### src/rtl/route_lock_ctrl_pkg.sv
// Shared definitions for the route locking controller.
// Holds the controller state enumeration, the state and timer widths and
// the packed bundle of registered control outputs.
package route_lock_ctrl_pkg;

  localparam int unsigned STATE_W = 3;
  localparam int unsigned CNT_W   = 16;

  typedef enum logic [STATE_W-1:0] {
    ST_IDLE        = 3'd0,
    ST_WAIT_PERMIT = 3'd1,
    ST_SETTING     = 3'd2,
    ST_LOCKED      = 3'd3,
    ST_OCCUPIED    = 3'd4,
    ST_RELEASING   = 3'd5,
    ST_FAULT       = 3'd6
  } state_t;

  typedef struct packed {
    logic route_req;
    logic route_locked;
    logic signal_clear;
    logic fault;
  } ctrl_out_t;

endpackage

### src/rtl/route_timer.sv
// Loadable saturating down-counter shared by point setting, approach-lock
// release and the optional permit watchdog.
// Ports:
//   clk, rst_n  clock, asynchronous active-low reset (count -> 0)
//   load        load count with load_val (wins over dec)
//   load_val    value to load
//   dec         decrement by one, holding at zero
//   zero_c      count is zero (combinational from the count register)
module route_timer
  import route_lock_ctrl_pkg::*;
(
  input  logic             clk,
  input  logic             rst_n,
  input  logic             load,
  input  logic [CNT_W-1:0] load_val,
  input  logic             dec,
  output logic             zero_c
);

  logic [CNT_W-1:0] count;

  // Counter register: never wraps below zero.
  always_ff @(posedge clk or negedge rst_n) begin
    if (!rst_n) begin
      count <= '0;
    end else if (load) begin
      count <= load_val;
    end else if (dec && (count != '0)) begin
      count <= count - CNT_W'(1);
    end
  end

  assign zero_c = (count == '0);

endmodule

### src/rtl/route_lock_ctrl.sv
// Route locking controller: claims a route from the interlock, waits for
// the points to set, holds the route locked while the signal may clear,
// and releases it after train passage or a timed approach-lock release.
// Optional permit watchdog enabled by defining ROUTE_LOCK_WATCHDOG_EN.
// Ports:
//   i_clk, i_rst_n   clock, asynchronous active-low reset
//   i_req            operator route request (level, rising edge used)
//   i_cancel         operator cancel
//   i_permit         interlock grant for this route
//   i_track_clear    all route track circuits clear
//   i_occupied       train has entered the route
//   i_fault_ack      maintainer fault acknowledge
//   o_route_req      route claim into the interlock
//   o_route_locked   points set and route locked
//   o_signal_clear   entry signal proceed aspect
//   o_fault          controller in FAULT
//   o_state          current state encoding (debug)
module route_lock_ctrl
  import route_lock_ctrl_pkg::*;
#(
  parameter int unsigned SET_CYCLES     = 8,
  parameter int unsigned RELEASE_CYCLES = 16,
  parameter int unsigned TIMEOUT_CYCLES = 32
) (
  input  logic               i_clk,
  input  logic               i_rst_n,
  input  logic               i_req,
  input  logic               i_cancel,
  input  logic               i_permit,
  input  logic               i_track_clear,
  input  logic               i_occupied,
  input  logic               i_fault_ack,
  output logic               o_route_req,
  output logic               o_route_locked,
  output logic               o_signal_clear,
  output logic               o_fault,
  output logic [STATE_W-1:0] o_state
);

  // Elaboration-time range checks on the timing parameters.
  if ((SET_CYCLES == 0) || (SET_CYCLES > 65535)) begin : g_bad_set
    $error("SET_CYCLES must be in 1..65535");
  end
  if ((RELEASE_CYCLES == 0) || (RELEASE_CYCLES > 65535)) begin : g_bad_release
    $error("RELEASE_CYCLES must be in 1..65535");
  end
  if ((TIMEOUT_CYCLES == 0) || (TIMEOUT_CYCLES > 65535)) begin : g_bad_timeout
    $error("TIMEOUT_CYCLES must be in 1..65535");
  end

  // Timer loads are N-1 so the exit test on zero lands N clocks after loading.
  localparam logic [CNT_W-1:0] SET_LOAD = CNT_W'(SET_CYCLES - 1);
  localparam logic [CNT_W-1:0] REL_LOAD = CNT_W'(RELEASE_CYCLES - 1);
`ifdef ROUTE_LOCK_WATCHDOG_EN
  localparam logic [CNT_W-1:0] WD_LOAD  = CNT_W'(TIMEOUT_CYCLES - 1);
`endif

  state_t           state;
  state_t           state_nx;
  ctrl_out_t        outs;
  ctrl_out_t        outs_nx;
  logic             req_q;
  logic             armed;
  logic             req_edge_c;
  logic             tmr_load;
  logic             tmr_dec;
  logic [CNT_W-1:0] tmr_val;
  logic             tmr_zero_c;

  // Request edge detector; 'armed' masks the first clock after reset so a
  // request held high through reset is not taken as a new request.
  always_ff @(posedge i_clk or negedge i_rst_n) begin
    if (!i_rst_n) begin
      req_q <= 1'b0;
      armed <= 1'b0;
    end else begin
      req_q <= i_req;
      armed <= 1'b1;
    end
  end

  assign req_edge_c = i_req & ~req_q & armed;

  route_timer u_timer (
    .clk      (i_clk),
    .rst_n    (i_rst_n),
    .load     (tmr_load),
    .load_val (tmr_val),
    .dec      (tmr_dec),
    .zero_c   (tmr_zero_c)
  );

  // State and output registers.
  always_ff @(posedge i_clk or negedge i_rst_n) begin
    if (!i_rst_n) begin
      state <= ST_IDLE;
      outs  <= '0;
    end else begin
      state <= state_nx;
      outs  <= outs_nx;
    end
  end

  // Next state, timer control and next outputs.
  always_comb begin
    state_nx = state;
    tmr_load = 1'b0;
    tmr_dec  = 1'b0;
    tmr_val  = '0;
    outs_nx  = '0;

    case (state)
      ST_IDLE: begin
        if (req_edge_c && !i_cancel) begin
          state_nx = ST_WAIT_PERMIT;
`ifdef ROUTE_LOCK_WATCHDOG_EN
          tmr_load = 1'b1;
          tmr_val  = WD_LOAD;
`endif
        end
      end
      ST_WAIT_PERMIT: begin
        if (i_cancel) begin
          state_nx = ST_IDLE;
        end else if (i_permit) begin
          state_nx = ST_SETTING;
          tmr_load = 1'b1;
          tmr_val  = SET_LOAD;
        end
`ifdef ROUTE_LOCK_WATCHDOG_EN
        else if (tmr_zero_c) begin
          state_nx = ST_FAULT;
        end else begin
          tmr_dec = 1'b1;
        end
`endif
      end
      ST_SETTING: begin
        if (!i_permit || i_cancel) begin
          state_nx = ST_IDLE;
        end else if (tmr_zero_c) begin
          state_nx = ST_LOCKED;
        end else begin
          tmr_dec = 1'b1;
        end
      end
      ST_LOCKED: begin
        // Loss of grant is a safety fault and outranks everything;
        // train entry outranks an operator cancel.
        if (!i_permit) begin
          state_nx = ST_FAULT;
        end else if (i_occupied) begin
          state_nx = ST_OCCUPIED;
        end else if (i_cancel) begin
          state_nx = ST_RELEASING;
          tmr_load = 1'b1;
          tmr_val  = REL_LOAD;
        end
      end
      ST_OCCUPIED: begin
        // Train has left once occupancy drops with all track circuits clear.
        if (!i_occupied && i_track_clear) begin
          state_nx = ST_IDLE;
        end
      end
      ST_RELEASING: begin
        if (i_occupied) begin
          state_nx = ST_OCCUPIED;
        end else if (tmr_zero_c) begin
          state_nx = ST_IDLE;
        end else begin
          tmr_dec = 1'b1;
        end
      end
      ST_FAULT: begin
        if (i_fault_ack && !i_occupied) begin
          state_nx = ST_IDLE;
        end
      end
      default: begin
        state_nx = ST_IDLE;
      end
    endcase

    case (state_nx)
      ST_WAIT_PERMIT, ST_SETTING: begin
        outs_nx.route_req = 1'b1;
      end
      ST_LOCKED, ST_OCCUPIED, ST_RELEASING: begin
        outs_nx.route_req    = 1'b1;
        outs_nx.route_locked = 1'b1;
      end
      ST_FAULT: begin
        outs_nx.fault = 1'b1;
      end
      default: begin
        outs_nx = '0;
      end
    endcase

    // Proceed aspect only while remaining in LOCKED with track and grant.
    outs_nx.signal_clear = (state == ST_LOCKED) && (state_nx == ST_LOCKED) &&
                           i_track_clear && i_permit;
  end

  assign o_route_req    = outs.route_req;
  assign o_route_locked = outs.route_locked;
  assign o_signal_clear = outs.signal_clear;
  assign o_fault        = outs.fault;
  assign o_state        = state;

endmodule

### config.mk
export PLATFORM = sky130hd
export DESIGN_NAME = route_lock_ctrl
export DESIGN_NICKNAME = d
export VERILOG_FILES = /design/src/rtl/route_lock_ctrl_pkg.sv /design/src/rtl/route_timer.sv /design/src/rtl/route_lock_ctrl.sv
export SDC_FILE = /design/constraint.sdc
export NUM_CORES = 1
export LEC_CHECK = 0
export ABC_AREA = 1
export CAP_MARGIN = 20
export CORE_ASPECT_RATIO = 1.1
export CORE_MARGIN = 2
export CORE_UTILIZATION = 23
export DETAILED_ROUTE_END_ITERATION = 12
export HOLD_SLACK_MARGIN = 0.12
export PLACE_DENSITY_LB_ADDON = 0.12
export SYNTH_ARGS = -nofsm -noshare
export SYNTH_HDL_FRONTEND = slang
export SYNTH_SLANG_ARGS = --single-unit
### constraint.sdc
create_clock -name i_clk -period 4.88 [get_ports i_clk]
set_input_delay 0.976 -clock i_clk [delete_from_list [all_inputs] [get_ports i_clk]]
set_output_delay 0.976 -clock i_clk [all_outputs]
set_load 0.05 [all_outputs]
Word level (Yosys, flattened, before mapping)
Index checks and enable logic that the tools add are counted.
W data, S select, Z words.
Storage, ports and cells
  bits in latches: 0
  bits in registers: 25
  ROM bits: 0
  input port bits: 8
  memories kept: 0
  output and inout port bits: 7
  RAM bits: 0
Operators by class
  bitwise gates (word level): 3
  multipliers: 0
  $lt $le $gt $ge: 0
  shift-type cells: 0
  divide/modulo/power cells: 0
  equality and inequality tests: 12
  multiplexer cells: 34
  $add $sub $neg: 1
  reduce and logical (&&, ||, !) cells: 17
Operator list (count)
  $mux W3: 14
  $mux W16: 2
  $pmux W3 S7: 1
  $eq A3 B3 Y1 const B: 6
  $logic_not A16 Y1: 1
  $reduce_bool A16 Y1: 1
  $sub A16 B1 Y16 const B: 1
  $eq A3 B2 Y1 const B: 4
  $mux W4: 3
  $mux W1: 11
  $pmux W4 S2: 1
  $logic_and A1 B1 Y1: 7
  $eq A3 B1 Y1 const B: 2
  $reduce_or A5 Y1: 1
  $pmux W1 S2: 2
  $logic_not A1 Y1: 3
  $logic_not A3 Y1: 1
  $reduce_or A3 Y1: 1
  $and A1 B1 Y1: 2
  $reduce_bool A2 Y1: 1
  $logic_or A1 B1 Y1: 1
  $not A1 Y1: 1

Longest topological paths before layout
  depth after elaboration: 10
  depth in mapped cells: 11
  mapped depth without buffers: 11

By module
Synthesis repeated with hierarchy kept, for this count alone.
Second synthesis, totals
  cell total of the unflattened synthesis: 254
  area, all modules: 1784.2 um^2
By module, submodules not included
  route_timer: seq. area each 400.4 um^2, instances 1, area an instance 1255.0 um^2, cells an instance 183
  route_lock_ctrl: seq. area each 225.2 um^2, instances 1, area an instance 529.3 um^2, cells an instance 71

Worst setup path after synthesis
OpenSTA, ideal clock, no wires.
  path type: in2reg
  from: input i_occupied
  to: register u_timer.count[6]
  required time: 4.763 ns
  arrival time: 1.833 ns
  setup slack: 2.929 ns
  stages: 8
  cells stage by stage: inv_1 nand3_1 or2_4 nand2_4 inv_4 buf_4 nand3_1 nand2_1
Between the ends
  cells in the longest elaborated chain, start to end: 4
  elaborated cells between the ends (all ways): 8
  classes of those cells: mux: 6; reduce/logical: 2
Ends and longest elaborated chain
  start: declaration: RTL line route_lock_ctrl.sv:31  | input logic i_occupied,
  $mux W1, on equally long branches: RTL line route_lock_ctrl.sv:152, route_lock_ctrl.sv:167
  $mux W1 or $pmux W1 S2 (tied branches): RTL line route_lock_ctrl.sv:150, route_lock_ctrl.sv:112
  $pmux W1 S2 or $logic_and A1 B1 Y1 (tied branches): RTL line route_lock_ctrl.sv:112, route_timer.sv:28
  $mux W16 or $reduce_bool A2 Y1 (tied branches)
  end signal: assignment: RTL line route_timer.sv:27  | count <= load_val;
  end signal: assignment: RTL line route_timer.sv:29  | count <= count - CNT_W'(1);
  end: declaration: RTL line route_timer.sv:20  | logic [CNT_W-1:0] count;
Several ways; a longest one is shown, not always the timed one.
A chain may end at the register's enable or synchronous reset.

Worst setup path after layout
  from: register state[1] (netlist: o_state[1])
  to: output o_state[1]
RTL lines
  start: declaration: RTL line route_lock_ctrl.sv:58  | state_t state;
  start signal: assignment: RTL line route_lock_ctrl.sv:99  | state <= state_nx;
  end: declaration: RTL line route_lock_ctrl.sv:37  | output logic [STATE_W-1:0] o_state
No word-level cell between the ends.

==> flow_metrics.tcl <==
set metrics [dict create \
    status "finished, final reports clean" \
    dieArea_um2 8126 \
    stdcell_count 326 \
    clk_latency_ns 0.28 \
    h-tree-depth 1 \
    rows 32 \
    intPower_mw 0.4208 \
    start_kind "flip-flop" \
    numCtsBuffers 3 \
    arrival_ns 1.58 \
    syn-cell-area_um2 1707 \
    maxCapViolCount 0 \
    io_pins 15 \
    globalRouteOverflowTotal 0 \
    drtIter0Drc 100 \
    wl_per_cell_um 12.45 \
    grt_max_degree 26 \
    setup_viol 0 \
    end_kind "primary output" \
    power_density_nw_per_um2 375.8 \
    worst_slew_pin_slew_ns 0.5038 \
    path_class "reg -> out" \
    synth-seq-cells 25 \
    syn_nets 234 \
    ctsResizeCount 0 \
    portBuffers 14 \
    crit_family "buffers and inverters" \
    clk_pin_slew_worst_paths_ns 0.10 \
    dpl.cell_count 322 \
    cts_hold_buf 0 \
    clockPowerShare 0.176 \
    power_frac_seq 0.417 \
    insertedDiodeCount 0 \
    area_growth_pct 15.10 \
    critPathMaxFanout 5 \
    cts_root_buf "clkbuf_8" \
    fillers 779 \
    grt_pass1_vias 1512 \
    p_switching_mw 0.3174 \
    nets 251 \
    synth.distinct_cells 29 \
    peakVddDrop_mv 0.1007 \
    vias 1445 \
    critical_path.cell_chain "clkdlybuf4s50_1" \
    cts_setup_buffers 0 \
    crit_buf_inv 1 \
    hold_class "reg -> reg" \
    antenna_found_initial 0 \
    switching_share 0.4299 \
    rsz0062_at_grt "no" \
    syn_avg_cell_area_um2 7.585 \
    yosys_warnings 0 \
    finalWirelength_um 4059 \
    place.gp.congestion 0.8334 \
    start_util 0.2408 \
    viasPerCell 4.433 \
    cts_num_sinks 25 \
    cts_tree "built" \
    drc 0 \
    grtUsageTotal 0.1137 \
    place.detailed.hpwl_um 3171 \
    tns_ns 0 \
    core_um2 7087 \
    slew_viol_final 0 \
    hold_violations 0 \
    ant_nets 0 \
    drive_gt1_frac 0.1909 \
    grt_pass1_wl_um 7265 \
    period_share 0.5232 \
    ys_seq_area_frac 0.3666 \
    cp_slowest_cell "clkdlybuf4s50_1" \
    clock.fmax_ghz 0.3917 \
    pwr-share-comb 0.408 \
    cts_buffer_depth 2 \
    fp.dieH_um 94.35 \
    slowest_delay_ns 0.84 \
    period_needed_ns 2.553 \
    firstDrtPassIters 4 \
    slew_headroom 0.6630 \
    p_leak_nw 0.9759 \
    fin_worst_skew_ns 0.009116 \
    die_w_um 86.13 \
    crit_required_ns 3.90 \
    synthCells 225 \
]
[final timing paths]
check / to / slack, ns / startpoint / depth (start not counted)
worst max register to register: u_timer.count[0]$_DFFE_PN0P_ / 2.97 / u_timer.count[0]$_DFFE_PN0P_ / 9
min in group asynchronous: u_timer.count[4]$_DFFE_PN0P_ / 1.06 / i_rst_n / 2
worst min register to register: u_timer.count[1]$_DFFE_PN0P_ / 0.56 / u_timer.count[1]$_DFFE_PN0P_ / 2
worst min-delay path: u_timer.count[1]$_DFFE_PN0P_ / 0.56 / u_timer.count[1]$_DFFE_PN0P_ / 2
worst max-delay path: o_state[1] / 2.33 / o_state[1]$_DFF_PN0_ / 1
max in group asynchronous: u_timer.count[8]$_DFFE_PN0P_ / 3.56 / i_rst_n / 2
[per-stage QoR]
stage	instance area (um2)	util	worst slack, ns	power (mW)	hold slack [ns]
6_report	1964	0.2772	2.327	0.7381	0.5561
2_1_floorplan	1707	-	2.929	0.5368	0.4860
3_3_place_gp	1918	0.2707	2.275	0.6251	0.5437
5_1_grt	1964	0.2772	2.268	0.8196	0.6133
4_1_cts	1964	0.2772	2.309	0.7544	0.5656
3_5_place_dp	1918	0.2707	2.248	0.6179	0.5407
[cell type report]
| cell class | instances | area (um2) | share of cell area |
|---|---|---|---|
| Multi-Input combinational cell | 164 | 909.6 | 0.4631 |
| Sequential cell | 25 | 625.6 | 0.3185 |
| Timing Repair Buffer | 15 | 147.6 | 0.07516 |
| Inverter | 33 | 128.9 | 0.06561 |
| Tap cell | 85 | 106.4 | 0.05414 |
| Clock buffer | 3 | 41.29 | 0.02102 |
| Clock inverter | 1 | 5.005 | 0.002548 |
[cell usage in the layout, fill, tap and decap left out]
| master | Yosys | layout |
|---|---|---|
| nand3_2 | 4 | 4 |
| ha_1 | 1 | 1 |
| clkdlybuf4s50_1 | 0 | 14 |
| buf_4 | 1 | 1 |
| inv_1 | 28 | 28 |
| a21oi_1 | 4 | 4 |
| or2_4 | 1 | 1 |
| nand3_1 | 27 | 27 |
| o21ai_0 | 4 | 4 |
| nand3b_2 | 1 | 1 |
| nor3_2 | 1 | 1 |
| inv_4 | 2 | 2 |
| nand2_2 | 5 | 5 |
| o21ai_2 | 8 | 8 |
| dfrtp_1 | 25 | 25 |
| nand4_1 | 2 | 2 |
| clkinv_2 | 0 | 1 |
| clkbuf_8 | 0 | 3 |
| nand4_2 | 5 | 5 |
| nor2_1 | 30 | 30 |
| conb_1 | 1 | 1 |
| nand2_1 | 52 | 52 |
| xor2_1 | 5 | 5 |
| nor2_4 | 3 | 3 |
| nand2b_1 | 1 | 1 |
| o211ai_2 | 1 | 1 |
| xnor2_1 | 1 | 1 |
| nand2_4 | 3 | 3 |
| nor2_2 | 4 | 4 |
| inv_2 | 3 | 3 |
[kinds of logic (layout without fill, tap and decap cells)]
| logic type | Yosys count | after routing | synth area share |
|---|---|---|---|
| other cells | 1 | 1 | 0.002197 |
| flops | 25 | 25 | 0.3666 |
| xor+xnor | 6 | 6 | 0.03079 |
| simple gates | 139 | 139 | 0.4208 |
| fa+ha+maj | 1 | 1 | 0.007330 |
| compound gates | 17 | 17 | 0.07185 |
| buf+inv | 36 | 52 | 0.1004 |
[Yosys cell counts]
library cell	count	area, um2
ha_1	1	12.51
buf_12	1	20.02
o211ai_2	1	12.51
a21oi_1	4	20.02
nand2b_1	1	6.260
nor2_2	4	25.02
nand2_4	3	33.78
nand4_1	2	12.51
nand3b_2	1	11.26
nor2_1	30	112.6
buf_8	1	15.01
o21ai_0	4	20.02
o21ai_2	8	70.07
buf_4	1	7.510
nand3_1	27	135.1
xnor2_1	1	8.760
nand3_2	4	40.04
nand2_2	5	31.28
or2_4	1	8.760
xor2_1	5	43.79
inv_2	3	11.26
nand4_2	5	62.56
conb_1	1	3.750
dfrtp_1	25	625.6
inv_1	28	105.1
nor2_4	3	33.78
nand2_1	52	195.2
nor3_2	1	10.01
inv_4	2	12.51
[power by group through the flow]
stage	registers [mW]	clock network (mW)	logic, mW
after CTS	0.308	0.139	0.307
final	0.308	0.130	0.301
after detailed placement	0.312	0	0.306
after global routing	0.318	0.151	0.351
after floorplan	0.301	0	0.236
after global placement	0.315	0	0.310
[metal layers]
| layer | GRT usage | wire length (um) | up-vias |
|---|---|---|---|
| li1 | - | - | 742 |
| met1 | 0.1441 | 1940 | 678 |
| met2 | 0.1951 | 1955 | 21 |
| met3 | 0.02448 | 101 | 4 |
| met4 | 0.03042 | 62 | 0 |
| met5 | 0 | 0 | - |
[state kept, by name, indices dropped and copies added, names as in the netlist]
register / flops
o_state: 3
o_signal_clear: 1
u_timer.count: 16
o_fault: 1
req_q: 1
armed: 1
o_route_locked: 1
o_route_req: 1
(Power assumes the default switching activity.)
